### config.mk
export PLATFORM = sky130hd
export DESIGN_NAME = seg_scan_controller_flat
export DESIGN_NICKNAME = d
export VERILOG_FILES = /design/src/rtl/seg_scan_controller_if.sv /design/src/rtl/seg_scan_controller.sv /design/src/flat_wrapper.sv
export SDC_FILE = /design/constraint.sdc
export NUM_CORES = 1
export LEC_CHECK = 0
export BUFFER_PORTS_ARGS = -buffer_cell sky130_fd_sc_hd__buf_2
export CORE_MARGIN = 10
export CORE_UTILIZATION = 55
export CTS_CLUSTER_DIAMETER = 150
export DETAILED_ROUTE_END_ITERATION = 10
export GPL_ROUTABILITY_DRIVEN = 0
export PLACE_DENSITY = 0.74
export SYNTH_ARGS = -nofsm -noshare
export SYNTH_HDL_FRONTEND = slang
export SYNTH_SLANG_ARGS = --single-unit
### constraint.sdc
create_clock -name clock -period 5.06 [get_ports clock]
set_input_delay 0.253 -clock clock [delete_from_list [all_inputs] [get_ports clock]]
set_output_delay 0.253 -clock clock [all_outputs]
set_load 0.005 [all_outputs]
### src/rtl/seg_scan_controller_if.sv
// -----------------------------------------------------------------------------
// seg_scan_controller_if
//   IO-bus side of the display controller: a one-cycle write strobe carrying a
//   14-bit binary value, plus the status the CPU can read back.
//
//   wr_en    master -> slave  write strobe (one-cycle pulse)
//   wr_data  master -> slave  unsigned binary value to display
//   busy     slave -> master  conversion in progress; writes are dropped
//   ovf      slave -> master  last accepted value was > 9999
// -----------------------------------------------------------------------------
interface seg_scan_controller_if;
    logic        wr_en;
    logic [13:0] wr_data;
    logic        busy;
    logic        ovf;

    modport master (output wr_en, wr_data, input  busy, ovf);
    modport slave  (input  wr_en, wr_data, output busy, ovf);
endinterface

### src/rtl/seg_scan_controller.sv
// -----------------------------------------------------------------------------
// seg_scan_controller
//   Converts a written 14-bit binary value to four BCD digits with a
//   sequential shift-add-3 (double-dabble) engine, holds the result, and
//   time-multiplexes one seven-segment decoder across four digit positions.
//
//   Ports
//     clock      system clock, rising edge
//     reset      synchronous, active-high
//     bus        seg_scan_controller_if.slave (wr_en, wr_data, busy, ovf)
//     digit_sel  one-hot digit enable, bit0 = ones ... bit3 = thousands
//     HEX        segment pattern, active-high, bit6 = a ... bit0 = g
//
//   Parameters
//     SCAN_DIV        cycles each digit stays selected (>= 1)
//     SEL_ACTIVE_LOW  1 inverts digit_sel at the output register
//
//   Build option
//     LEADING_ZERO_BLANK_EN  blank zero digits above the most significant
//                            non-zero digit when loading a new value
// -----------------------------------------------------------------------------
module seven_segment_decoder (
    input  logic [3:0] code,
    output logic [6:0] seg
);
    always_comb begin
        case (code)
            4'd0:    seg = 7'b1111110;
            4'd1:    seg = 7'b0110000;
            4'd2:    seg = 7'b1101101;
            4'd3:    seg = 7'b1111001;
            4'd4:    seg = 7'b0110011;
            4'd5:    seg = 7'b1011011;
            4'd6:    seg = 7'b1011111;
            4'd7:    seg = 7'b1110000;
            4'd8:    seg = 7'b1111111;
            4'd9:    seg = 7'b1111011;
            default: seg = 7'b0000000;  // 10-15 dark; 4'hF is the blank code
        endcase
    end
endmodule

module seg_scan_controller #(
    parameter int SCAN_DIV       = 50000,
    parameter bit SEL_ACTIVE_LOW = 1'b0
) (
    input  logic                  clock,
    input  logic                  reset,
    seg_scan_controller_if.slave  bus,
    output logic [3:0]            digit_sel,
    output logic [6:0]            HEX
);
    typedef enum logic [1:0] {IDLE, CONV, LOAD} state_t;

    localparam int            PW         = (SCAN_DIV > 1) ? $clog2(SCAN_DIV) : 1;
    localparam logic [PW-1:0] PRESC_LAST = PW'(SCAN_DIV - 1);

    state_t      state, state_next;
    logic        accept;
    logic [13:0] bin_q;         // binary value being shifted out
    logic [15:0] acc_q;         // BCD accumulator, four nibbles
    logic [15:0] acc_adj;       // accumulator after the add-3 step
    logic [3:0]  iter_q;        // remaining double-dabble iterations
    logic        ovf_pend_q;
    logic        ovf_q;
    logic [15:0] disp_q;        // digits currently on display
    logic [15:0] load_digits;
    logic [PW-1:0] presc_q;
    logic [1:0]  idx_q;
    logic [6:0]  seg_dec;

    // ---------------- control FSM ----------------
    // NOTE: sequential state uses non-blocking assignments so every register
    // samples the pre-edge values, regardless of block ordering.
    always_ff @(posedge clock) begin
        if (reset) state <= IDLE;
        else       state <= state_next;
    end

    // NOTE: every output of this block is given a default first, so no path
    // leaves a value unassigned and no latch is inferred.
    always_comb begin
        state_next = state;
        accept     = 1'b0;
        case (state)
            IDLE: if (bus.wr_en) begin
                accept     = 1'b1;
                state_next = CONV;
            end
            CONV: if (iter_q == 4'd1) state_next = LOAD;
            LOAD: state_next = IDLE;
            default: state_next = IDLE;
        endcase
    end

    assign bus.busy = (state != IDLE);
    assign bus.ovf  = ovf_q;

    // Add-3 correction on every nibble that would overflow past 9 when doubled.
    always_comb begin
        acc_adj = acc_q;
        for (int i = 0; i < 4; i++) begin
            if (acc_q[4*i +: 4] >= 4'd5) acc_adj[4*i +: 4] = acc_q[4*i +: 4] + 4'd3;
        end
    end

    // Digits as they will be latched into the display in LOAD.
    always_comb begin
        load_digits = acc_q;
`ifdef LEADING_ZERO_BLANK_EN
        if (acc_q[15:12] == 4'd0) begin
            load_digits[15:12] = 4'hF;
            if (acc_q[11:8] == 4'd0) begin
                load_digits[11:8] = 4'hF;
                if (acc_q[7:4] == 4'd0) load_digits[7:4] = 4'hF;
            end
        end
`endif
    end

    // ---------------- conversion datapath ----------------
    // NOTE: the display registers are explicitly reset so an aborted
    // conversion leaves a defined all-zero display rather than stale digits.
    always_ff @(posedge clock) begin
        if (reset) begin
            bin_q      <= '0;
            acc_q      <= '0;
            iter_q     <= '0;
            ovf_pend_q <= 1'b0;
            ovf_q      <= 1'b0;
            disp_q     <= '0;
        end else begin
            case (state)
                IDLE: if (accept) begin
                    bin_q      <= bus.wr_data;
                    acc_q      <= '0;
                    iter_q     <= 4'd14;
                    ovf_pend_q <= (bus.wr_data > 14'd9999);
                end
                CONV: begin
                    {acc_q, bin_q} <= {acc_adj, bin_q} << 1;
                    iter_q         <= iter_q - 4'd1;
                end
                LOAD: begin
                    disp_q <= ovf_pend_q ? 16'hFFFF : load_digits;
                    ovf_q  <= ovf_pend_q;
                end
                default: ;
            endcase
        end
    end

    // ---------------- scan ----------------
    // Free-running prescaler, independent of the conversion FSM.
    always_ff @(posedge clock) begin
        if (reset) begin
            presc_q <= '0;
            idx_q   <= '0;
        end else if (presc_q == PRESC_LAST) begin
            presc_q <= '0;
            idx_q   <= idx_q + 2'd1;
        end else begin
            presc_q <= presc_q + 1'b1;
        end
    end

    seven_segment_decoder u_dec (
        .code (disp_q[{idx_q, 2'b00} +: 4]),
        .seg  (seg_dec)
    );

    // Select and pattern register on the same edge so they always agree.
    always_ff @(posedge clock) begin
        if (reset) begin
            digit_sel <= {4{SEL_ACTIVE_LOW}};
            HEX       <= '0;
        end else begin
            digit_sel <= (4'b0001 << idx_q) ^ {4{SEL_ACTIVE_LOW}};
            HEX       <= seg_dec;
        end
    end
endmodule

### src/flat_wrapper.sv
// flat-port wrapper written by rule: the top's interface ports become plain ports
module seg_scan_controller_flat 
#(
    parameter int SCAN_DIV       = 50000,
    parameter bit SEL_ACTIVE_LOW = 1'b0
)
  (clock, reset, digit_sel, HEX, bus_wr_en, bus_wr_data, bus_busy, bus_ovf);
  seg_scan_controller_if bus_i ();
  input  logic clock;
  input  logic reset;
  output logic [3:0] digit_sel;
  output logic [6:0] HEX;
  input wire logic [$bits(bus_i.wr_en)-1:0] bus_wr_en;
  input wire logic [$bits(bus_i.wr_data)-1:0] bus_wr_data;
  output wire logic [$bits(bus_i.busy)-1:0] bus_busy;
  output wire logic [$bits(bus_i.ovf)-1:0] bus_ovf;
  assign bus_i.wr_en = bus_wr_en;
  assign bus_i.wr_data = bus_wr_data;
  assign bus_busy = bus_i.busy;
  assign bus_ovf = bus_i.ovf;
  seg_scan_controller #(.SCAN_DIV(SCAN_DIV), .SEL_ACTIVE_LOW(SEL_ACTIVE_LOW)) u_core (.clock(clock), .reset(reset), .bus(bus_i), .digit_sel(digit_sel), .HEX(HEX));
endmodule
# [Yosys cells after proc, flatten, opt, wreduce, memory -nomap -nowiden]
# Memories as Yosys holds them, arrays and structs flattened. A register that Yosys moved wholly into a read port is not among the register bits.
# Cells that the tools add are included.
[totals] ff_bits=76 mem_bits_ro=112 in_bits=17 out_inout_bits=13 wordCells=55 mem_count=1
[classes] n_addsub=7 n_lt_le_gt_ge=5 n_eq_ne=7 shifts=2 n_mux=16 n_reduce_logical=7
[memory_table] name="(name not given)" depth=16 word_bits=7 read_ports=1 rd_clocked_by_memory_dff=1 wr=0 line_no="seg_scan_controller.sv:27" text="case (code)"
[op_table] op="16-bit two-way mux" n=2
[op_table] op="16-bit case mux with 2 select lines" n=1
[op_table] op="14-bit case mux with 2 select lines" n=1
[op_table] op="16-bit by 1-bit adder with 16-bit output, second input constant" n=1
[op_table] op="16-bit == test, second input constant" n=1
[op_table] op="4-bit by 3-bit >= comparator with 1-bit output, second input constant" n=4
[op_table] op="4-bit two-way mux" n=4
[op_table] op="16-bit by 5-bit variable part select with 4-bit output" n=1
[op_table] op="14-bit > comparator, second input constant" n=1
[op_table] op="14-bit two-way mux" n=1
[op_table] op="4-bit by 2-bit adder with 4-bit output, second input constant" n=3
[op_table] op="4-bit case mux with 2 select lines" n=1
[op_table] op="2-bit AND reduction" n=3
[op_table] op="4-bit by 1-bit == test with 1-bit output, second input constant" n=1
[op_table] op="2-bit two-way mux" n=2
[op_table] op="2-bit by 1-bit inequality test with 1-bit output, second input constant" n=2
[op_table] op="2-bit case mux with 2 select lines" n=1
[op_table] op="2-bit nonzero test" n=2
[op_table] op="1-bit by 2-bit left shift with 4-bit output, first input constant" n=1
[op_table] op="4-bit by 1-bit subtractor with 4-bit output, second input constant" n=1
[op_table] op="3-bit by 2-bit adder with 3-bit output, second input constant" n=1
[op_table] op="3-bit two-way mux" n=1
[op_table] op="2-bit by 1-bit adder with 2-bit output, second input constant" n=1
[op_table] op="2-bit by 1-bit == test with 1-bit output, second input constant" n=1
[op_table] op="other kinds (5)" n=6

# [Logic depth before layout (Yosys ltp)]
[logic_depth] depth_word=4 mapped_depth=9 depth_no_buf=8

# [Cells and area by module]
# From an unflattened synthesis, not the netlist that was laid out.
[unflattened] hier_cells=420 hier_area_um2=3751.1
[modules_own_cells] module="seg_scan_controller" n_inst=1 cells_each=390 area_per_inst_um2=3537.1 seq_area_each_um2=1661.6
[modules_own_cells] module="seven_segment_decoder" n_inst=1 cells_each=30 area_per_inst_um2=214.0 seq_area_each_um2=0.0

# [Worst setup path after synthesis]
# No wires, ideal clock.
[synth_timing] kind="flip-flop to flip-flop" start="register u_core.idx_q[0]" end="register u_core.HEX[0]" arrival_time_ns=1.926 required_ns=4.986 slack_ns=3.060 stages_incl_launch_ff=8 period_less_slack_ns=2.000 path_cell_list="dfxtp_1 > buf_6 > mux2_2 > o21ai_0 > inv_1 > ha_1 > or3_1 > o21ai_0"
[synth_between] elab_chain_cells=1
[synth_rtl] element="start: declaration" line_no="seg_scan_controller.sv:69" text="logic [1:0] idx_q;"
[synth_rtl] element="start signal: assignment" line_no="seg_scan_controller.sv:161" text="idx_q <= idx_q + 2'd1;"
[synth_rtl] element="16-bit by 5-bit variable part select with 4-bit output" line_no="seg_scan_controller.sv:168" text=".code (disp_q[{idx_q, 2'b00} +: 4]),"
[synth_rtl] element="end: declaration" line_no="seg_scan_controller.sv:51" text="output logic [6:0] HEX"
# No other way between the ends.
# A chain may end at the register's enable or synchronous reset.

# [Final worst setup path]
[layout_timing] start="register u_core.idx_q[0]" end="register u_core.HEX[1]"
# The elaborated chain is that of the path after synthesis.

==> results.yml <==
outcome:
  outcome: "complete, no violations"
pwr:
  p_leak_nw: 1.56
  p_per_area_nw_per_um2: 323
  irDropWorstVdd_mv: 0.176
layout:
  nNetsFinal: 481
  drive_above_1_share_pct: 11.9
  fill_cells: 518
  antenna_cells: 0
  area_growth_pct: 9.78
synth:
  ys_seq_area_share_pct: 44.8
  postSynthCellCount: 430
  yosysMostFrequentCell: "dfxtp_1"
  synth_fa_ha_area_share_pct: 5.73
  synth_compound_area_share_pct: 15.6
  synth_top_area_share_pct: 44.8
  synth_common_cells: "dfxtp_1 (83), nor2_1 (76), nand2_1 (40)"
  synth_mux_area_share_pct: 3.71
  synth_xor_area_share_pct: 5.19
  ys_types: 43
  synthSimpleGateAreaFrac_pct: 19.9
  syn_nets: 464
  yosys_warnings: 0
  syn_area_per_cell_um2: 8.63
  synthArstFlopShare_pct: 0
  synth_ff_type: "dfxtp_1"
  synth_area_leaders: "dfxtp_1 (45%), nor2_1 (7.7%), ha_1 (5.7%)"
  synth_top_family_by_area: "simple AND/OR/NAND/NOR gates"
  synth_edf_count: 0
  synth_seq_cells: 83
  synth_area_um2: 3710
  synth_area_leader_cell: "dfxtp_1"
critical_path:
  cp_max_fo: 9
  critPathKind: "flip-flop to flip-flop"
  cp_top_family: "compound AO/OA/AOI/OAI gates"
  timing.critical_path.mode_cell: "o21ai_0"
  cp_slowest_cell: "dfxtp_1"
  setup.worst_path.end_class: "flip-flop"
  critical_path.startpoint_type: "flip-flop"
  crit_required_ns: 5.33
  critical_path_buf_inv_count: 1
  worstPathArrival_ns: 2.71
  cp_cell_sequence: "mux2_2, o21ai_0, inv_1, ha_1, or3_1, o21ai_0"
  max_stage_delay_ns: 0.59
clock_network:
  cts_tree: "done"
  htree_levels: 3
  cts.sinks: 83
  cts_buffers: 9
  path_clk_slew_ns: 0.08
  cts_hold_buf: 0
  root_buffer: "clkbuf_8"
  postCtsSetupBuffers: 0
  cts_resized: 0
  cts_buffer_depth: 2
  insertion_delay_ns: 0.34
route:
  drt_first_pass_iters: 4
  ant_nets: 0
  viasPerCell: 5.60
  finalWirelength_mm: 7.07
  drt_iter0_drc: 129
  drc: 0
  wl_per_cell_um: 13.4
  vias: 2962
die:
  num_rows: 29
  die_area_um2: 10400
  start_util_pct: 57.4
  pin_count: 30
  die_y_um: 102
  core_um2: 6460
  fp.dieW_um: 102
sta:
  fmax_ghz: 0.410
  slew_viol_final: 0
  worstMarginPinSlew_ns: 1.23
  fin_ws_ns: 2.62
  rsz0062_at_grt: "false"
  tns_ns: 0
  final-setup-viol-count: 0
  period_share_pct: 48.3
  final_hold_viol_count: 0
  worst_clock_skew_ns: 0.00971
  finalCriticalPeriod_ns: 2.44
  maxSlewHeadroom_pct: 17.9
place:
  pre_cts_ws_ns: 2.71
  io_buffers: 29
  hpwl_mm: 4.88
global_routing:
  grt_util_all_layers_pct: 14.1
  grt_pass1_wl_mm: 12.2
  grt_pass1_vias: 2767
  grt_max_degree: 37
  overflow: 0
  antenna_found_initial: 0
flow_run:
  maxCapViolCount: 0
hold_path:
  min_path_type: "input port to flip-flop"
## per-stage QoR
step	area, um^2	total power [W]	utilization, %	cells	hold WS (ns)
after floorplan	3710	0.000781	-	430	0.379
after global placement	3850	0.000808	59.6	513	0.422
after detailed placement	3850	0.000811	59.6	513	0.428
after CTS	4070	0.00133	63.1	529	0.0934
after global routing	4070	0.00137	63.1	529	0.0882
final	4070	0.00132	63.1	529	0.111
## worst reg2reg max path: cells and delay by family, from the launching register on
kind	cells	cell delay, ns
AOI/OAI and AO/OA	2	0.65
DFF	1	0.59
muxes	1	0.38
and+or+nand+nor	1	0.35
adders and majority gates	1	0.23
buffers and inverters	1	0.17
## cell families (layout without fill, tap and decap cells)
family / Yosys count / count (layout)
AOI/OAI and AO/OA: 87 / 87
adders and majority gates: 17 / 17
and+or+nand+nor: 167 / 167
xor gates and xnor gates: 22 / 22
DFF: 83 / 83
buffers and inverters: 43 / 65
muxes: 11 / 11
## worst paths after layout
path / start / endpoint / slack, ns / cells after the start
worst max-delay path: u_core.idx_q[0] / u_core.HEX[1] / 2.62 / 6
worst min-delay path: bus_wr_data[0] / u_core.bin_q[0] / 0.11 / 2
worst max register to register: u_core.idx_q[0] / u_core.HEX[1] / 2.62 / 6
worst min register to register: u_core.bin_q[4] / u_core.bin_q[5] / 0.44 / 2
## sequential cells by signal, summed over array words and instances, names as in the netlist, 2 cells and up
signal,count
u_core.acc_q,16
u_core.disp_q,16
u_core.presc_q,16
u_core.bin_q,14
u_core.HEX,7
u_core.digit_sel,4
u_core.iter_q,4
u_core.idx_q,2
u_core.state,2
## layout make-up
class                      count  area (um^2)  share of cell area, %
sequential                    83         1660                   40.8
clock buffer                  10          138                   3.38
multi-input combinational    304         1860                   45.8
clock inverter                 6         88.8                   2.18
timing repair buffer          30          153                   3.75
tap                           77         96.3                   2.37
inverter                      19         71.3                   1.75
## placed cells by master, fill, tap and decap left out, drive strengths merged, types with 2 or more instances in the layout
master,netlist,routed
dfxtp,83,83
nor2,76,76
nand2,40,40
buf,13,30
inv,19,19
a211oi,19,19
a21oi,18,18
a22oi,17,17
ha,17,17
o21ai,16,16
xnor2,16,16
nand3,12,12
nor3,11,11
clkbuf,11,10
mux2i,7,7
nand2b,7,7
xor2,6,6
a21o,4,4
a32oi,3,3
o211ai,3,3
nor4,3,3
nand4,3,3
or3,3,3
mux2,2,2
mux4,2,2
a22o,2,2
nor3b,2,2
and3,2,2
nand3b,2,2
clkinvlp,0,2
bufinv,0,2
or2,2,2
nor2b,2,2
clkinv,0,2
## routing by layer
metal / vias to the layer above / global-route usage, % / routed length [um]
met5: - / 0 / 0
met4: 0 / 3.80 / 61
met3: 5 / 4.93 / 388
met2: 52 / 23.5 / 3330
met1: 1390 / 17.0 / 3280
li1: 1515 / - / -
## power by group
part | leakage (nW) | total (W) | switching, W | internal (W)
Sequential | 0.676 | 0.000696 | 0.0000190 | 0.000677
Clock | 0.108 | 0.000521 | 0.000230 | 0.000291
Combinational | 0.774 | 0.0000994 | 0.0000618 | 0.0000376
Total | 1.56 | 0.00132 | 0.000311 | 0.00101
(Power assumes the default switching activity.)
